`src/rtl/mem_wbuf_ram.sv`:
```
// Single-port-address RAM with a one-entry write buffer and a post-reset
// zero-fill sweep. The array has one synchronous write port and one
// synchronous read port, so it maps onto a single-clock block RAM.
// A write is parked in the buffer for one cycle before it reaches the array.
// A read of the buffered address is served from the buffer, so written data
// is readable on the very next cycle.
module mem_wbuf_ram #(
  parameter int DATA_W         = 8,
  parameter int ADDR_W         = 9,
  parameter int CLEAR_ON_RESET = 1
) (
  input  logic              i_clk,
  input  logic              i_nrst,
  input  logic [ADDR_W-1:0] i_addr,
  input  logic              i_we,
  input  logic [DATA_W-1:0] i_wdata,
  input  logic              i_re,
  output logic [DATA_W-1:0] o_rdata,
  output logic              o_rvalid,
  output logic              o_busy
);

  localparam int DEPTH = 2 ** ADDR_W;

  typedef enum logic {CLEAR, READY} state_t;

  localparam state_t RST_STATE = (CLEAR_ON_RESET != 0) ? CLEAR : READY;

  state_t              state_reg, state_next;
  logic [ADDR_W-1:0]   cnt_reg, cnt_next;

  // Write buffer: holds the most recently accepted write until the next edge.
  logic                wb_vld_reg;
  logic [ADDR_W-1:0]   wb_addr_reg;
  logic [DATA_W-1:0]   wb_data_reg;

  // Storage and its single write port.
  logic [DATA_W-1:0]   mem [DEPTH];
  logic                mem_we;
  logic [ADDR_W-1:0]   mem_waddr;
  logic [DATA_W-1:0]   mem_wdata;

  // Read pipeline: raw RAM output plus the forwarding decision taken at the
  // read edge; the final mux picks between them.
  logic [DATA_W-1:0]   ram_q_reg;
  logic                fwd_reg;
  logic [DATA_W-1:0]   fwd_data_reg;
  logic                rvalid_reg;

  logic                accept_we;
  logic                accept_re;
  logic                wb_hit;

  assign accept_we = (state_reg == READY) && i_we;
  assign accept_re = (state_reg == READY) && i_re;
  assign wb_hit    = wb_vld_reg && (wb_addr_reg == i_addr);

  // State and sweep counter; reset restarts the sweep from address 0.
  always_ff @(posedge i_clk or negedge i_nrst) begin
    if (!i_nrst) begin
      state_reg <= RST_STATE;
      cnt_reg   <= '0;
    end else begin
      state_reg <= state_next;
      cnt_reg   <= cnt_next;
    end
  end

  // Next state and array write-port selection: sweep zeros while clearing,
  // otherwise commit the buffered write.
  always_comb begin
    state_next = state_reg;
    cnt_next   = cnt_reg;
    mem_we     = 1'b0;
    mem_waddr  = wb_addr_reg;
    mem_wdata  = wb_data_reg;
    o_busy     = 1'b0;
    case (state_reg)
      CLEAR: begin
        o_busy    = 1'b1;
        mem_we    = 1'b1;
        mem_waddr = cnt_reg;
        mem_wdata = '0;
        // The counter parks on the last address so it never starts a second pass.
        if (cnt_reg == {ADDR_W{1'b1}}) begin
          state_next = READY;
        end else begin
          cnt_next = cnt_reg + ADDR_W'(1);
        end
      end
      READY: begin
        mem_we = wb_vld_reg;
      end
      default: begin
        state_next = RST_STATE;
      end
    endcase
  end

  // Write buffer: load on an accepted write, otherwise drain; reset drops any
  // pending write so it never reaches the array.
  always_ff @(posedge i_clk or negedge i_nrst) begin
    if (!i_nrst) begin
      wb_vld_reg  <= 1'b0;
      wb_addr_reg <= '0;
      wb_data_reg <= '0;
    end else begin
      wb_vld_reg <= accept_we;
      if (accept_we) begin
        wb_addr_reg <= i_addr;
        wb_data_reg <= i_wdata;
      end
    end
  end

  // Block RAM body: no reset, one write port, one registered read port.
  always_ff @(posedge i_clk) begin
    if (mem_we) begin
      mem[mem_waddr] <= mem_wdata;
    end
    if (accept_re) begin
      ram_q_reg <= mem[i_addr];
    end
  end

  // Read control: remember whether this read hits the buffer and what it holds.
  always_ff @(posedge i_clk or negedge i_nrst) begin
    if (!i_nrst) begin
      rvalid_reg   <= 1'b0;
      fwd_reg      <= 1'b0;
      fwd_data_reg <= '0;
    end else begin
      rvalid_reg   <= accept_re;
      fwd_reg      <= accept_re && wb_hit;
      fwd_data_reg <= wb_data_reg;
    end
  end

  assign o_rvalid = rvalid_reg;
  assign o_rdata  = rvalid_reg ? (fwd_reg ? fwd_data_reg : ram_q_reg) : '0;

endmodule

```
`config.mk`:
```
export PLATFORM = sky130hd
export DESIGN_NAME = mem_wbuf_ram
export DESIGN_NICKNAME = d
export VERILOG_FILES = /design/src/rtl/mem_wbuf_ram.sv
export SDC_FILE = /design/constraint.sdc
export NUM_CORES = 2
export LEC_CHECK = 0
export BUFFER_PORTS_ARGS = -buffer_cell sky130_fd_sc_hd__buf_2
export CAP_MARGIN = 20
export CORE_UTILIZATION = 40
export DETAILED_ROUTE_END_ITERATION = 16
export HOLD_SLACK_MARGIN = 0.03
export PLACE_DENSITY = 0.63
export RECOVER_POWER = 50
export SETUP_SLACK_MARGIN = 0.05
export SLEW_MARGIN = 5
export SYNTH_ARGS = -nofsm -noshare
export SYNTH_HDL_FRONTEND = slang
export SYNTH_SLANG_ARGS = --single-unit
```
`constraint.sdc`:
```
create_clock -name i_clk -period 8.2 [get_ports i_clk]
set_input_delay 0 -clock i_clk [delete_from_list [all_inputs] [get_ports i_clk]]
set_output_delay 0 -clock i_clk [all_outputs]
set_load 0.1 [all_outputs]
```
==> results.json <==
{
  "status": "finished with violations",
  "violations": "max-capacitance violations, max-slew violations",
  "crit_chain": "and2_0 -> buf_4 -> buf_4",
  "cts.sinks": 4142,
  "setup_violations": 0,
  "portBuffers": 30,
  "antenna_left": 0,
  "fin_crit_ns": 5.925,
  "placedCellCount": 13480,
  "fin_util_pct": 44.84,
  "dpl_cell_area_mm2": 0.1688,
  "fin_area_mm2": 0.1822,
  "ys_ff_latch": 4142,
  "firstDrtPassIters": 6,
  "overflow": 0,
  "crit_path_frequent_cell": "buf_4",
  "syn-cell-area_mm2": 0.1633,
  "syn_nets": 8410,
  "hold_end": "wb_addr_reg[3]$_DFFE_PN0P_",
  "synthDominantAreaCellType": "edfxtp_1",
  "fp.dieW_um": 640.9,
  "synth_cells": 8387,
  "clk_pin_slew_ns": 0.06,
  "ys_seq_area_share_pct": 76.05,
  "r2r-start": "state_reg$_DFF_PN0_",
  "p_per_area_mw_per_mm2": 235.0,
  "gp_congestion": 0.8600,
  "slowest_delay_ns": 3.08,
  "synth_area_leaders": "edfxtp_1 (75%), mux4_2 (7.7%), mux2i_1 (5.3%)",
  "die-area_mm2": 0.4108,
  "wl_per_cell_um": 31.29,
  "grt_usage_pct": 21.27,
  "p_leak_nw": 47.87,
  "synth.distinct_cells": 87,
  "ys.flop_type": "edfxtp_1",
  "worstMarginPinSlew_ns": 4.931,
  "layout-drive-gt1-share_pct": 16.18,
  "crit_buf_inv": 2,
  "drv_slew": 802,
  "drc": 0,
  "cts.repair.resized": 0,
  "grt_pass1_vias": 84260,
  "ir_worst_vdd_uv": 205.3,
  "cp-start-kind": "register",
  "dpl.hpwl_um": 265900,
  "synth_top_area_share_pct": 75.47,
  "endpoint_kind": "register",
  "clk_latency_ns": 0.93,
  "drt_iter0_markers": 10730,
  "synth_common_cells": "edfxtp_1 (4104), mux2i_1 (861), nor2_1 (612)",
  "r2r_setup_slack_ns": 2.27,
  "die_y_um": 640.9,
  "nets": 8516,
  "post_cts_buffers": 0,
  "vias_per_cell": 5.986,
  "arrival_ns": 6.48,
  "start_util_pct": 40.18,
  "worstRegToRegCells": 3,
  "rows": 234,
  "maxCapViolCount": 12,
  "antenna_found_initial": 24,
  "worstHoldPathCells": 4,
  "hp-start": "i_we",
  "synth_most_common_cell": "edfxtp_1",
  "pin_count": 31,
  "critPathMaxFanout": 80,
  "synth-edff-count": 4104,
  "rsz0062_at_grt": "no",
  "syn2layout_area_growth_pct": 11.60,
  "min_path_type": "input pin to register",
  "synthArstFlopShare_pct": 0.9174,
  "grt_max_degree": 196,
  "core_mm2": 0.4064,
  "grt_pass1_wl_um": 630500,
  "drt-total-wl_um": 446000,
  "cts_htree_levels": 5,
  "fillerInstances": 34200,
  "crit_type": "register to register",
  "vias": 85330,
  "largest_reg_flops": 4096,
  "hold_buffers": 27,
  "crit_required_ns": 8.76,
  "cts_root_buf": "clkbuf_16",
  "hold_viol_final": 0,
  "relSlewSlack_pct": -228.8,
  "regToRegEndpoint": "mem[188][2]$_DFFE_PP_",
  "period_share_pct": 72.26,
  "avgSynthCellArea_um2": 19.47,
  "fmax_mhz": 168.8,
  "yosysWarnings": 0,
  "cp_slowest_cell": "and2_0",
  "cts_tree": "built",
  "fin_setup_tns_ns": 0,
  "critPathTopFamily": "simple AND/OR/NAND/NOR gates",
  "fin_cells": 14250,
  "cts_buffers": 403,
  "power_w": 0.04282,
  "fin_worst_skew_ns": 0.06785,
  "cts_buffer_depth": 4
}
## power breakdown
group / internal [W] / leakage, nW / switching, W / total (W)
Combinational: 0.000394 / 12.7 / 0.000866 / 0.00126
Sequential: 0.0229 / 28.8 / 0 / 0.0229
Clock: 0.0108 / 6.40 / 0.00786 / 0.0187
## kinds of logic (layout without fill, tap and decap cells)
logic type                 Yosys count  count (layout)  synth area share, %
and+or+nand+nor                   1136            1136                3.052
xor gates and xnor gates            16              16              0.08582
other                                0               8                    0
buffers and inverters              558             989                2.203
adders and majority gates            2               2              0.01532
DFF                               4142            4142                76.05
AOI/OAI and AO/OA                 1014            1014                4.364
muxes                             1519            1519                14.23
## per-stage QoR
stage	setup WS (ns)	hold slack, ns
6_report	2.275	0.1308
3_5_place_dp	3.413	0.2230
4_1_cts	3.739	0.08939
5_1_grt	1.853	0.1276
3_3_place_gp	3.244	0.2048
2_1_floorplan	3.292	-0.2956
## tightest hold or removal path, cell delays in order
cell,delay (ns)
buf_2,0.08
nand2_1,0.60
nand2_1,0.24
o21ai_0,0.07
## placed cells by master, fill, tap and decap left out, types with 42 or more instances in the layout
cell type / count
o22ai_1: 230
nand2_1: 186
bufinv_16: 51
a21oi_1: 162
edfxtp_1: 4104
clkbuf_16: 413
mux2i_1: 861
clkinv_1: 91
nor2_1: 612
clkinv_2: 69
nand3_1: 46
mux4_1: 60
a211oi_1: 42
o21ai_0: 114
o221ai_1: 273
clkbuf_1: 86
mux4_2: 560
nor3_1: 86
buf_4: 136
## worst max path at each step
stage                             start                endpoint  slack [ns]  depth (start not counted)
floorplan           state_reg$_DFF_PN0_     mem[0][6]$_DFFE_PP_        3.29                          2
global placement              i_addr[0]  ram_q_reg[4]$_DFFE_PP_        3.24                         10
detailed placement            i_addr[0]  ram_q_reg[1]$_DFFE_PP_        3.41                         10
CTS                 state_reg$_DFF_PN0_    mem[44][5]$_DFFE_PP_        3.74                          6
global route        state_reg$_DFF_PN0_   mem[443][3]$_DFFE_PP_        1.85                          2
finish              state_reg$_DFF_PN0_   mem[188][2]$_DFFE_PP_        2.27                          3
## layer usage
layer | GRT usage [%] | up-vias | share of wire [%] | wire length, um
met3 | 3.967 | 805 | 9.3 | 41300
met4 | 7.620 | 20 | 4.0 | 18040
met2 | 34.24 | 4576 | 48 | 212000
li1 | - | 34880 | - | -
met5 | 0 | - | 0.032 | 142
met1 | 29.00 | 45050 | 39 | 174500
## cell type report
type | count | area, um^2 | share of cell area, %
multi-input cells | 3687 | 35730 | 19.61
repair buffers | 243 | 2272 | 1.247
inverters | 16 | 75.07 | 0.04120
clock buffers | 481 | 10590 | 5.811
diodes | 8 | 20.02 | 0.01099
well taps | 5428 | 6792 | 3.727
clock inverters | 249 | 2569 | 1.410
flip-flops and latches | 4142 | 124200 | 68.15
Note: power is estimated with default switching activity, not from simulation.
